==> config.mk <==
export PLATFORM = sky130hd
export DESIGN_NAME = sdram_upload_flat
export DESIGN_NICKNAME = d
export VERILOG_FILES = /design/src/rtl/sdram_upload_if.sv /design/src/rtl/sdram_upload.sv /design/src/flat_wrapper.sv
export SDC_FILE = /design/constraint.sdc
export NUM_CORES = 1
export LEC_CHECK = 0
export BUFFER_PORTS_ARGS = -buffer_cell sky130_fd_sc_hd__buf_2
export CORE_UTILIZATION = 40
export CTS_CLUSTER_SIZE = 16
export DETAILED_ROUTE_END_ITERATION = 7
export HOLD_SLACK_MARGIN = 0.06
export PLACE_DENSITY = 0.67
export SLEW_MARGIN = 20
export SYNTH_ARGS = -nofsm -noshare
export SYNTH_HDL_FRONTEND = slang
export SYNTH_SLANG_ARGS = --single-unit
==> constraint.sdc <==
create_clock -name clk1x -period 2.17 [get_ports clk1x]
set_clock_uncertainty 0.05 [all_clocks]
set_input_delay 0.434 -clock clk1x [delete_from_list [all_inputs] [get_ports clk1x]]
set_output_delay 0.434 -clock clk1x [all_outputs]
set_load 0.1 [all_outputs]
==> src/rtl/sdram_upload_if.sv <==
// HPS ioctl upload port and SDRAM read port of the upload block.
// master = HPS/SDRAM side, slave = the sdram_upload block.
interface sdram_upload_if;
    logic        ioctl_upload;
    logic [26:0] ioctl_addr;
    logic        ioctl_rd;
    logic [15:0] ioctl_din;
    logic        ioctl_wait;
    logic        sdram_req;
    logic        sdram_rnw;
    logic [26:0] sdram_addr;
    logic [31:0] sdram_dout;
    logic        sdram_ready;
    logic        upload_busy;

    modport master (
        output ioctl_upload, ioctl_addr, ioctl_rd, sdram_dout, sdram_ready,
        input  ioctl_din, ioctl_wait, sdram_req, sdram_rnw, sdram_addr, upload_busy
    );

    modport slave (
        input  ioctl_upload, ioctl_addr, ioctl_rd, sdram_dout, sdram_ready,
        output ioctl_din, ioctl_wait, sdram_req, sdram_rnw, sdram_addr, upload_busy
    );
endinterface

==> src/rtl/sdram_upload.sv <==
// Serves HPS halfword reads from SDRAM through a one-word buffer; misses
// fetch a 32-bit word and stall the HPS until it arrives.
module sdram_upload #(
    parameter int unsigned BASE_ADDR = 0,
    parameter int unsigned SIZE      = 131072
) (
    input  logic           clk1x,
    input  logic           reset_n,
    sdram_upload_if.slave  bus
);
    typedef enum logic [1:0] {IDLE, REQ, WAIT} state_t;

    localparam logic [27:0] SIZE_L = 28'(SIZE);
    localparam logic [26:0] BASE_L = 27'(BASE_ADDR);

    state_t      state_q, state_d;
    logic        init_q, init_d;
    logic        upload_q, upload_d;
    logic        valid_q, valid_d;
    logic [31:0] buf_q, buf_d;
    logic [24:0] tag_q, tag_d;
    logic [24:0] wtag_q, wtag_d;
    logic [15:0] din_q, din_d;
    logic        wait_q, wait_d;
    logic [26:0] addr_q, addr_d;
    logic        hsel_q, hsel_d;

    logic [24:0] w;
    logic        in_range;
    logic        upload_rise;
    logic        rd_ok;

    assign w           = bus.ioctl_addr[26:2];
    assign in_range    = {1'b0, bus.ioctl_addr} < SIZE_L;
    assign upload_rise = bus.ioctl_upload & ~upload_q;
    // init_q holds off the first edge after reset release
    assign rd_ok       = bus.ioctl_rd & bus.ioctl_upload & init_q;

    always_comb begin
        state_d  = state_q;
        init_d   = 1'b1;
        upload_d = bus.ioctl_upload;
        valid_d  = valid_q & ~upload_rise;
        buf_d    = buf_q;
        tag_d    = tag_q;
        wtag_d   = wtag_q;
        din_d    = din_q;
        wait_d   = wait_q;
        addr_d   = addr_q;
        hsel_d   = hsel_q;

        unique case (state_q)
            IDLE: begin
                if (rd_ok) begin
                    if (!in_range) begin
                        din_d = 16'h0000;
                    end else if (valid_q && !upload_rise && tag_q == w) begin
                        din_d = bus.ioctl_addr[1] ? buf_q[31:16] : buf_q[15:0];
                    end else begin
                        addr_d  = {w, 2'b00} + BASE_L;
                        hsel_d  = bus.ioctl_addr[1];
                        wtag_d  = w;
                        wait_d  = 1'b1;
                        state_d = REQ;
                    end
                end
            end
            REQ: state_d = WAIT;
            WAIT: begin
                if (bus.sdram_ready) begin
                    buf_d   = bus.sdram_dout;
                    tag_d   = wtag_q;
                    // a session that opened mid-fetch must not inherit this word
                    valid_d = ~upload_rise;
                    din_d   = hsel_q ? bus.sdram_dout[31:16] : bus.sdram_dout[15:0];
                    wait_d  = 1'b0;
                    state_d = IDLE;
                end
            end
            default: state_d = IDLE;
        endcase
    end

    always_ff @(posedge clk1x or negedge reset_n) begin
        if (!reset_n) begin
            state_q  <= IDLE;
            init_q   <= 1'b0;
            upload_q <= 1'b0;
            valid_q  <= 1'b0;
            buf_q    <= '0;
            tag_q    <= '0;
            wtag_q   <= '0;
            din_q    <= '0;
            wait_q   <= 1'b0;
            addr_q   <= '0;
            hsel_q   <= 1'b0;
        end else begin
            state_q  <= state_d;
            init_q   <= init_d;
            upload_q <= upload_d;
            valid_q  <= valid_d;
            buf_q    <= buf_d;
            tag_q    <= tag_d;
            wtag_q   <= wtag_d;
            din_q    <= din_d;
            wait_q   <= wait_d;
            addr_q   <= addr_d;
            hsel_q   <= hsel_d;
        end
    end

    assign bus.ioctl_din   = din_q;
    assign bus.ioctl_wait  = wait_q;
    assign bus.sdram_req   = (state_q == REQ);
    assign bus.sdram_rnw   = 1'b1;
    assign bus.sdram_addr  = addr_q;
    assign bus.upload_busy = (state_q != IDLE);
endmodule

==> src/flat_wrapper.sv <==
// flat-port wrapper written by rule: the top's interface ports become plain ports
module sdram_upload_flat 
#(
    parameter int unsigned BASE_ADDR = 0,
    parameter int unsigned SIZE      = 131072
)
  (clk1x, reset_n, bus_ioctl_upload, bus_ioctl_addr, bus_ioctl_rd, bus_sdram_dout, bus_sdram_ready, bus_ioctl_din, bus_ioctl_wait, bus_sdram_req, bus_sdram_rnw, bus_sdram_addr, bus_upload_busy);
  sdram_upload_if bus_i ();
  input  logic clk1x;
  input  logic reset_n;
  input wire logic [$bits(bus_i.ioctl_upload)-1:0] bus_ioctl_upload;
  input wire logic [$bits(bus_i.ioctl_addr)-1:0] bus_ioctl_addr;
  input wire logic [$bits(bus_i.ioctl_rd)-1:0] bus_ioctl_rd;
  input wire logic [$bits(bus_i.sdram_dout)-1:0] bus_sdram_dout;
  input wire logic [$bits(bus_i.sdram_ready)-1:0] bus_sdram_ready;
  output wire logic [$bits(bus_i.ioctl_din)-1:0] bus_ioctl_din;
  output wire logic [$bits(bus_i.ioctl_wait)-1:0] bus_ioctl_wait;
  output wire logic [$bits(bus_i.sdram_req)-1:0] bus_sdram_req;
  output wire logic [$bits(bus_i.sdram_rnw)-1:0] bus_sdram_rnw;
  output wire logic [$bits(bus_i.sdram_addr)-1:0] bus_sdram_addr;
  output wire logic [$bits(bus_i.upload_busy)-1:0] bus_upload_busy;
  assign bus_i.ioctl_upload = bus_ioctl_upload;
  assign bus_i.ioctl_addr = bus_ioctl_addr;
  assign bus_i.ioctl_rd = bus_ioctl_rd;
  assign bus_i.sdram_dout = bus_sdram_dout;
  assign bus_i.sdram_ready = bus_sdram_ready;
  assign bus_ioctl_din = bus_i.ioctl_din;
  assign bus_ioctl_wait = bus_i.ioctl_wait;
  assign bus_sdram_req = bus_i.sdram_req;
  assign bus_sdram_rnw = bus_i.sdram_rnw;
  assign bus_sdram_addr = bus_i.sdram_addr;
  assign bus_upload_busy = bus_i.upload_busy;
  sdram_upload #(.BASE_ADDR(BASE_ADDR), .SIZE(SIZE)) u_core (.clk1x(clk1x), .reset_n(reset_n), .bus(bus_i));
endmodule
==> results, run 1 <==
- The run finished, with violations left.
- The final reports fail on design-rule violations.
- The number of standard cells in the final layout excluding fillers is a little over 700.
- In this run the clock root is driven by a sky130_fd_sc_hd__clkbuf_16.
- In this run the remaining antenna-violating nets after routing total 0.
- The maximum number of pins on one net before global-route repair is 67.
- The netlist uses 36 different library cells.
- Routability-driven placement finished with a final weighted congestion of 0.830.
- Traced cell by cell, the critical path runs through xnor2_1, nand4_1, nor4_4, a211o_1, buf_12, mux2_2.
- The number of input and output port buffers inserted is roughly 110.
- The type of the tightest min-delay check is in -> reg.
- The area added between synthesis and finish is 24.3%.
- The worst setup path is of the reg -> reg kind.
- The final number of hold-violating endpoints came to 0.
- The most used flip-flop cell after synthesis is sky130_fd_sc_hd__dfrtp_1.
- Setup repair after global routing left no endpoint under its margin.
- The mean post-synth cell area is approximately 11 sq um.
- The count of pins on the block boundary is 111.
- Ranked by total cell area, the synthesized netlist is headed by sky130_fd_sc_hd__dfrtp_1 55%, sky130_fd_sc_hd__nand2_1 13%, sky130_fd_sc_hd__mux2i_1 6.7%.
- The cell area after technology mapping is between 0.004 and 0.005 sq mm.
- The post-synthesis register bit count is around 110.
- Measured along the x axis, the die boundary spans 112 microns.
- The number of max-slew violations in the final report is 0.
- Along the worst path, the maximum fanout reaches 16.
- The leftover overflow at the end of global routing is 0.
- After synthesis, the share of flip-flops with an asynchronous set or reset is 100%.
- The initial antenna violation count is 1.
- The number of cells after detailed placement is around 700.
- For the worst setup path, the data arrival time is approximately 2.3 ns.
- The detailed-route wire length is between 10000 and 15000 microns.
- The final setup violation count is 0.
- The count of TritonRoute iterations in the first routing pass is 8.
- The first routing iteration left around 170 violations.
- The element type at the critical path start is a register.
- The reported leakage power is around 3.2 nW.
- The final net count is ~640.
- The worst slew margin relative to its limit is roughly three fifths.
- The wire-length estimate of the detail-placed layout is 7810 microns.
- The number of max-cap violations is 0.
- The post-route fraction of the period consumed by the critical path is 97.3%.
- The overall global routing resource usage is a little under a fifth.
- The worst setup path is captured at a register.
- The count of mapped cells out of synthesis is about 460.
- For this configuration, the core starts out at a cell density of between 40% and 50%.
- The library cell used most frequently in the layout, excluding fill and tap cells, is sky130_fd_sc_hd__nand2_1.
- The floorplan row count is 39.
- The share of Yosys cell area claimed by the top area cell type is between 50 and 60%.
- The worst hold path was traced through 3 stages.
- The number of buffers added by the clock tree synthesis step is 9.
- For this design the ratio of total power to cell area is between 600 and 700 mW/mm^2.
- The first global-routing pass estimated 18600 microns of wire.
- The count of fill cells added during filler insertion is between 1000 and 1500.
- The chip height is roughly 110 microns.
- The per-cell routed wire length is 15.5 microns.
- The count of H-tree levels built during CTS is 3.
- For flop-to-flop paths, the worst setup slack is between 0.05 and 0.06 ns.
- The hold path startpoint is bus_sdram_dout[14].
- Once placement finished, the instance area stood at between 0.005 and 0.006 sq mm.
- The cell with the largest stage delay on the worst path is sky130_fd_sc_hd__dfrtp_1.
- No sink is reached through more buffers than the 2 on the longest clock path.
- The library cells used most frequently in the layout, excluding fill and tap cells, are 171 x sky130_fd_sc_hd__nand2_1, 105 x sky130_fd_sc_hd__buf_2, 105 x sky130_fd_sc_hd__dfrtp_1, 32 x sky130_fd_sc_hd__mux2i_1.
- The via count is ~3600.
- The endpoint identified for the worst register-to-register timing path is u_core.wtag_q[2]$_DFFE_PN0P_.
- The pin slew with the least headroom to its limit is between 0.6 and 0.7 ns.
- The post-route netlist has around 31% of its cells at a drive strength greater than 1.
- The source-to-sink clock delay at the later pin of the worst-skew pair is around 0.34 ns.
- The final instance area is between 0.005 and 0.006 sq mm.
- The antenna diode instance count is 0.
- The area inside the core boundary is approximately 0.012 sq mm.
- The largest stage delay on the critical path is 0.39 ns.
- The beginning of the worst register-to-register path is u_core.tag_q[22]$_DFFE_PN0P_.
- The highest achievable clock rate is between 400 and 500 MHz.
- The TritonCTS sink count is roughly 110.
- The minimum clock period is 2.11 ns.
- The worst reg-to-reg path cell count is 6.
- The sequential fraction of the synthesis area is between 50% and 60%.
- The peak supply drop is about 0.0004 V.
- The total die area is roughly 0.012 sq mm.
- The clock tree from TritonCTS is done.
- The cell type contributing the most total cell area after synthesis is sky130_fd_sc_hd__dfrtp_1.
- For this run, the number of Yosys warnings is 0.
- The hold path endpoint is u_core.buf_q[14]$_DFFE_PN0P_.
- The clock-pin slew on the worst setup and hold paths is ~0.070 ns.
- The via count of the first global-routing pass came to 3674.
- The critical path data required time is around 2.4 ns.
- Yosys mapped a number of flops with a built-in enable equal to 0.
- Using the TritonRoute via totals, the vias-per-cell ratio works out to roughly 5.
- In the routed design, unresolved DRC markers number 7.
[power by group]
part,internal [mW],switching (mW)
Sequential,2.01,0.0293
Combinational,0.137,0.195
Clock,0.888,0.686
Total,3.04,0.910
[layout make-up]
class                           count  area, sq um  share of cell area [%]
Inverter                            1         7.51                   0.126
Sequential cell                   105         2630                    44.0
Timing Repair Buffer              132          793                    13.3
Clock buffer                       12          236                    3.96
Tap cell                          143          179                    2.99
Clock inverter                      3         42.5                   0.712
Multi-Input combinational cell    325         2090                    35.0
[worst max path at each step]
stage	from	endpoint
floorplan	u_core.state_q[0]$_DFFE_PN0P_	u_core.wtag_q[10]$_DFFE_PN0P_
global placement	bus_ioctl_addr[25]	u_core.bus.ioctl_din[7]$_DFFE_PN0P_
detailed placement	bus_ioctl_addr[25]	u_core.bus.ioctl_din[7]$_DFFE_PN0P_
CTS	u_core.tag_q[22]$_DFFE_PN0P_	u_core.wtag_q[2]$_DFFE_PN0P_
global route	u_core.tag_q[22]$_DFFE_PN0P_	u_core.wtag_q[2]$_DFFE_PN0P_
finish	u_core.tag_q[22]$_DFFE_PN0P_	u_core.wtag_q[2]$_DFFE_PN0P_
[through the flow]
stage          util [%]  setup slack (ns)  setup TNS [ns]  total power [mW]  hold WS (ns)
2_1_floorplan         -            -0.105           -1.81              2.24        0.0884
3_3_place_gp       48.7            -0.346           -7.18              2.39         0.386
3_5_place_dp       48.7            -0.368           -7.56              2.40         0.380
4_1_cts            51.4            0.0161               0              4.00         0.238
5_1_grt            51.7           0.00549               0              4.10         0.251
6_report           51.7            0.0587               0              3.95         0.248
[cells in the mapped netlist (all sizes together), types with 5 or more instances]
master / n
mux2i: 32
xnor2: 25
mux2: 32
and2: 10
nand2: 171
clkbuf: 11
nand4: 11
dfrtp: 105
o22ai: 16
buf: 16
nor4: 5
[per-layer routing]
layer  vias up  global-route usage, %  part of all wire, %
met3        14                   4.30                  4.9
met4         2                   5.68                  1.1
li1       1740                      -                    -
met1      1747                   25.1                   45
met5         -                      0                 0.12
met2       104                   31.8                   48
[sequential cells by signal (all words and copies together), names as in the netlist]
register,count
u_core.buf_q,32
u_core.bus.ioctl_din,16
u_core.bus.ioctl_wait,1
u_core.hsel_q,1
u_core.init_q,1
u_core.state_q,2
u_core.tag_q,25
u_core.upload_q,1
u_core.valid_q,1
u_core.wtag_q,25
[kinds of logic after synthesis]
| logic type | synth area share [%] |
|---|---|
| buffers and inverters | 3.15 |
| DFF | 54.7 |
| muxes | 14.9 |
| and+or+nand+nor | 18.7 |
| other | 0.156 |
| xor gates and xnor gates | 4.56 |
| AOI/OAI and AO/OA | 3.80 |
[worst max-delay path: cells and delay by family (launching register included)]
kind                      cells  cell delay, ns
muxes                         1            0.35
DFF                           1            0.39
buffers and inverters         1            0.17
AOI/OAI and AO/OA             1            0.24
xor gates and xnor gates      1            0.24
and+or+nand+nor               2            0.56
[timing repair]
item / 4_1_cts / 5_1_grt
hold endpoints to repair: 39 / 0
resized for setup: 0 / 4
setup buffers: 2 / 0
hold buffers: 1 / 0
setup endpoints to repair: 7 / 14
pin swaps: 0 / 2
Note: power is estimated with default switching activity, not from simulation.
==> run 2, diff against run 1 <==
==> constraint.sdc (replaced) <==
create_clock -name clk1x -period 2.17 [get_ports clk1x]
set_clock_uncertainty 0.05 [all_clocks]
set_input_delay 0.434 -clock clk1x [delete_from_list [all_inputs] [get_ports clk1x]]
set_output_delay 0.434 -clock clk1x [all_outputs]
set_load 0.05 [all_outputs]
==> results, run 2 (synthesis gave the netlist of run 1 again) <==
- In the layout the commonest cells are 171 x sky130_fd_sc_hd__nand2_1, 105 x sky130_fd_sc_hd__buf_2, 105 x sky130_fd_sc_hd__dfrtp_1, 32 x sky130_fd_sc_hd__mux2i_1, 23 x sky130_fd_sc_hd__xnor2_1.
- The via count of the first global-routing pass is 3704 (+0.82%).
- The fraction of layout cells with a size suffix above 1 is 30.1% (-0.90 points).
- STA classifies the critical path endpoint as a register.
- In this run the critical register-to-register path is captured at u_core.hsel_q$_DFFE_PN0P_.
- The beginning of the worst register-to-register path is u_core.tag_q[2]$_DFFE_PN0P_.
- The clock tree root driver cell is sky130_fd_sc_hd__clkbuf_16.
- The clock network fraction of design power came to 41.4% (+1.5 points).
- The floorplan row count is 39 (unchanged).
- The switching share of power came to 23.3% (+0.26 points).
- The power per cell area was 677 mW/mm^2 (+2.5%).
- The number of max-cap violations is 0 (unchanged).
- The worst slack at placement is -0.0882 ns (+0.280 ns).
- The reg2reg setup slack came to 0.12 ns (+0.06 ns).
- The number of buffers added by the clock tree synthesis step is 9 (unchanged).
- The final reports fail on design-rule violations.
- The first-pass GRT wire length came to 18700 microns (+0.67%).
- The maximum number of pins on one net before global-route repair is 59 (-12%).
- The per-cell routed wire length is 15.6 microns (+0.55%).
- Traced cell by cell, the critical path runs through xnor2_1, nand4_1, nor4_4, a211o_1, buf_4, mux2_2.
- The register bank with the most flops is u_core.buf_q.
- The peak fanout along the critical path is 11 (-5).
- The flip-flop count of the largest register after layout came to 32 (unchanged).
- The peak supply drop came to 0.000570 V (+42%).
- The die boundary width is 112 microns (unchanged).
- The largest stage delay on the critical path is 0.40 ns (about the same).
- The largest registers in the layout are u_core.buf_q: 32 flops, u_core.tag_q: 25 flops, u_core.wtag_q: 25 flops.
- The minimum clock period is 2.05 ns (-0.0635 ns).
- Leaving out fill and tap cells, the most frequent cell in the layout is sky130_fd_sc_hd__nand2_1.
- The area inside the core boundary is 0.0116 sq mm (unchanged).
- Setup repair after global routing left no endpoint under its margin.
- The highest achievable clock rate is 488 MHz (+3.1%).
- The clock-pin slew on the worst setup and hold paths came to 0.07 ns (about the same).
- The fraction of power consumed by sequential logic is 51.1% (-0.6 points).
- The count of TritonRoute iterations in the first routing pass is 7 (-1).
- The initial antenna violation count was 1 (unchanged).
- The count of H-tree levels built during CTS is 3 (unchanged).
- The worst hold margin is 0.228 ns (-0.0206 ns).
- The count of routing violations after the opening detailed-route iteration is 269 (+61%).
- The number of remaining DRC errors came to 18 (+11).
- Relative to the synthesized area, the layout overhead comes to 22.9%.
- The type of the tightest min-delay check is in -> reg.
- The critical path data required time is 2.35 ns (about the same).
- The global placement routability congestion is 0.818 (-1.4%).
- The number of max-slew violations in the final report is 0 (unchanged).
- TritonCTS built the clock tree.
- The run finished, with violations left.
- The overall global routing resource usage is 19.4% (+0.29 points).
- The pin slew with the least headroom to its limit is 0.599 ns (-0.0252 ns).
- The cell with the largest stage delay on the worst path is sky130_fd_sc_hd__dfrtp_1.
- The detailed-route wire length is 11200 microns (-0.14%).
- The category of the critical setup timing path is reg -> reg.
- The final net count is 631 (-1.1%).
- The number of input and output port buffers inserted is 106 (unchanged).
- The path with the worst hold slack has its endpoint at u_core.upload_q$_DFF_PN0_.
- The number of standard cells in the final layout excluding fillers was 716 (-0.69%).
- The placed wire-length estimate is 7860 microns (+0.56%).
- The source-to-sink clock delay at the later pin of the worst-skew pair is 0.35 ns (about the same).
- The maximum number of buffers from clock root to sink is 2 (unchanged).
- In this run the most critical hold path is launched from bus_ioctl_upload.
- The TritonCTS sink count is 105 (unchanged).
- The chip height came to 112 microns (unchanged).
- The sum of negative setup slack is 0 ns (unchanged).
- The count of pins on the block boundary is 111 (unchanged).
- The final worst-path setup slack is 0.122 ns (+0.0635 ns).
- The number of cells after detailed placement is 698 (-0.71%).
- The cell-internal power is 3.07 mW (+0.96%).
- The final number of hold-violating endpoints is 0 (unchanged).
- The switching component of the power was 932 uW (+2.4%).
- The via count is 3599 (-0.22%).
- The worst slew margin relative to its limit is 60.0% (+1.7 points).
- The cell depth of the worst hold path is 1 (-2).
- The data arrival time of the critical path was 2.23 ns (-0.06 ns).
- The count of fill cells added during filler insertion is 1075 (+0.84%).
- The power share of the combinational group came to 7.5% (-0.9 points).
- The worst reg-to-reg path cell count is 6 (unchanged).
- The reported leakage power is 3.18 nW (-0.80%).
- The average via count per standard cell is 5.03 (+0.47%).
- STA classifies the critical path startpoint as a register.
- The leftover overflow at the end of global routing was 0 (unchanged).
- The number of buffers inserted by post-CTS setup repair was 0 (-2).
- The final setup violation count is 0 (unchanged).
- The initial core utilization is 41.6% (unchanged).
- The residual antenna-violating net count after detailed routing came to 0 (unchanged).
- The final instance area is 0.00590 sq mm (-1.2%).
- The placed cell area is 0.00556 sq mm (-1.2%).
- The post-route fraction of the period consumed by the critical path is 94.4% (-2.9 points).
- The total die area is 0.0125 sq mm (unchanged).
run 2: cell types whose count changed in the layout (fill, tap and decap cells not counted), moves of 2 or more:
| cell | previous run | this run |
|---|---|---|
| sky130_fd_sc_hd__buf_4 | 21 | 15 |
| sky130_fd_sc_hd__xnor2_2 | 4 | 2 |
| sky130_fd_sc_hd__xnor2_1 | 21 | 23 |
| sky130_fd_sc_hd__clkbuf_1 | 3 | 0 |
run 2: stage by stage:
stage	power, mW	utilization, %
3_5_place_dp	2.38	48.1
5_1_grt	4.18	51.0
3_3_place_gp	2.37	48.1
4_1_cts	4.05	50.8
6_report	4.00	51.1
2_1_floorplan	2.22	-
run 2: critical path, delay by kind of cell (launching register included):
family | cells | cell delay, ns
DFF | 1 | 0.40
and+or+nand+nor | 2 | 0.51
AOI/OAI and AO/OA | 1 | 0.24
buffers and inverters | 1 | 0.19
xor gates and xnor gates | 1 | 0.21
muxes | 1 | 0.33
run 2: routing by layer:
metal  global-route usage, %  share of wire (%)
met5                       0               0.13
met4                    5.86                1.0
met3                    6.10                7.1
met2                    31.8                 48
met1                    24.8                 44
run 2: repair_timing:
action | CTS | global route
hold endpoints to repair | 32 | 0
hold buffers | 1 | 0
gates resized for setup | 0 | 4
endpoints found under the setup margin | 0 | 16
run 2: area by class of cell:
cell class | instances | area, sq um | share of cell area [%]
flip-flops and latches | 105 | 2630 | 44.5
diodes | 1 | 2.50 | 0.0424
well taps | 143 | 179 | 3.03
repair buffers | 125 | 728 | 12.3
clock buffers | 10 | 239 | 4.05
inverters | 1 | 3.75 | 0.0636
clock inverters | 6 | 65.1 | 1.10
multi-input cells | 325 | 2060 | 34.9
run 2: how the worst max path moves through the flow:
stage                                  start                             to  slack, ns
3_3_place_gp               bus_ioctl_addr[5]      u_core.hsel_q$_DFFE_PN0P_      -0.03
4_1_cts          u_core.tag_q[3]$_DFFE_PN0P_      u_core.hsel_q$_DFFE_PN0P_       0.08
3_5_place_dp               bus_ioctl_addr[5]      u_core.hsel_q$_DFFE_PN0P_      -0.09
6_report         u_core.tag_q[2]$_DFFE_PN0P_      u_core.hsel_q$_DFFE_PN0P_       0.12
5_1_grt          u_core.tag_q[9]$_DFFE_PN0P_      u_core.hsel_q$_DFFE_PN0P_       0.01
2_1_floorplan  u_core.state_q[1]$_DFFE_PN0P_  u_core.wtag_q[10]$_DFFE_PN0P_      0.007
run 2: power groups by stage:
stage                     sequential, mW  clock, mW  combinational [mW]
after floorplan                     2.08          0               0.139
after global placement              2.08          0               0.291
after detailed placement            2.08          0               0.301
after CTS                           2.04       1.71               0.303
after global routing                2.05       1.79               0.337
final                               2.04       1.66               0.300
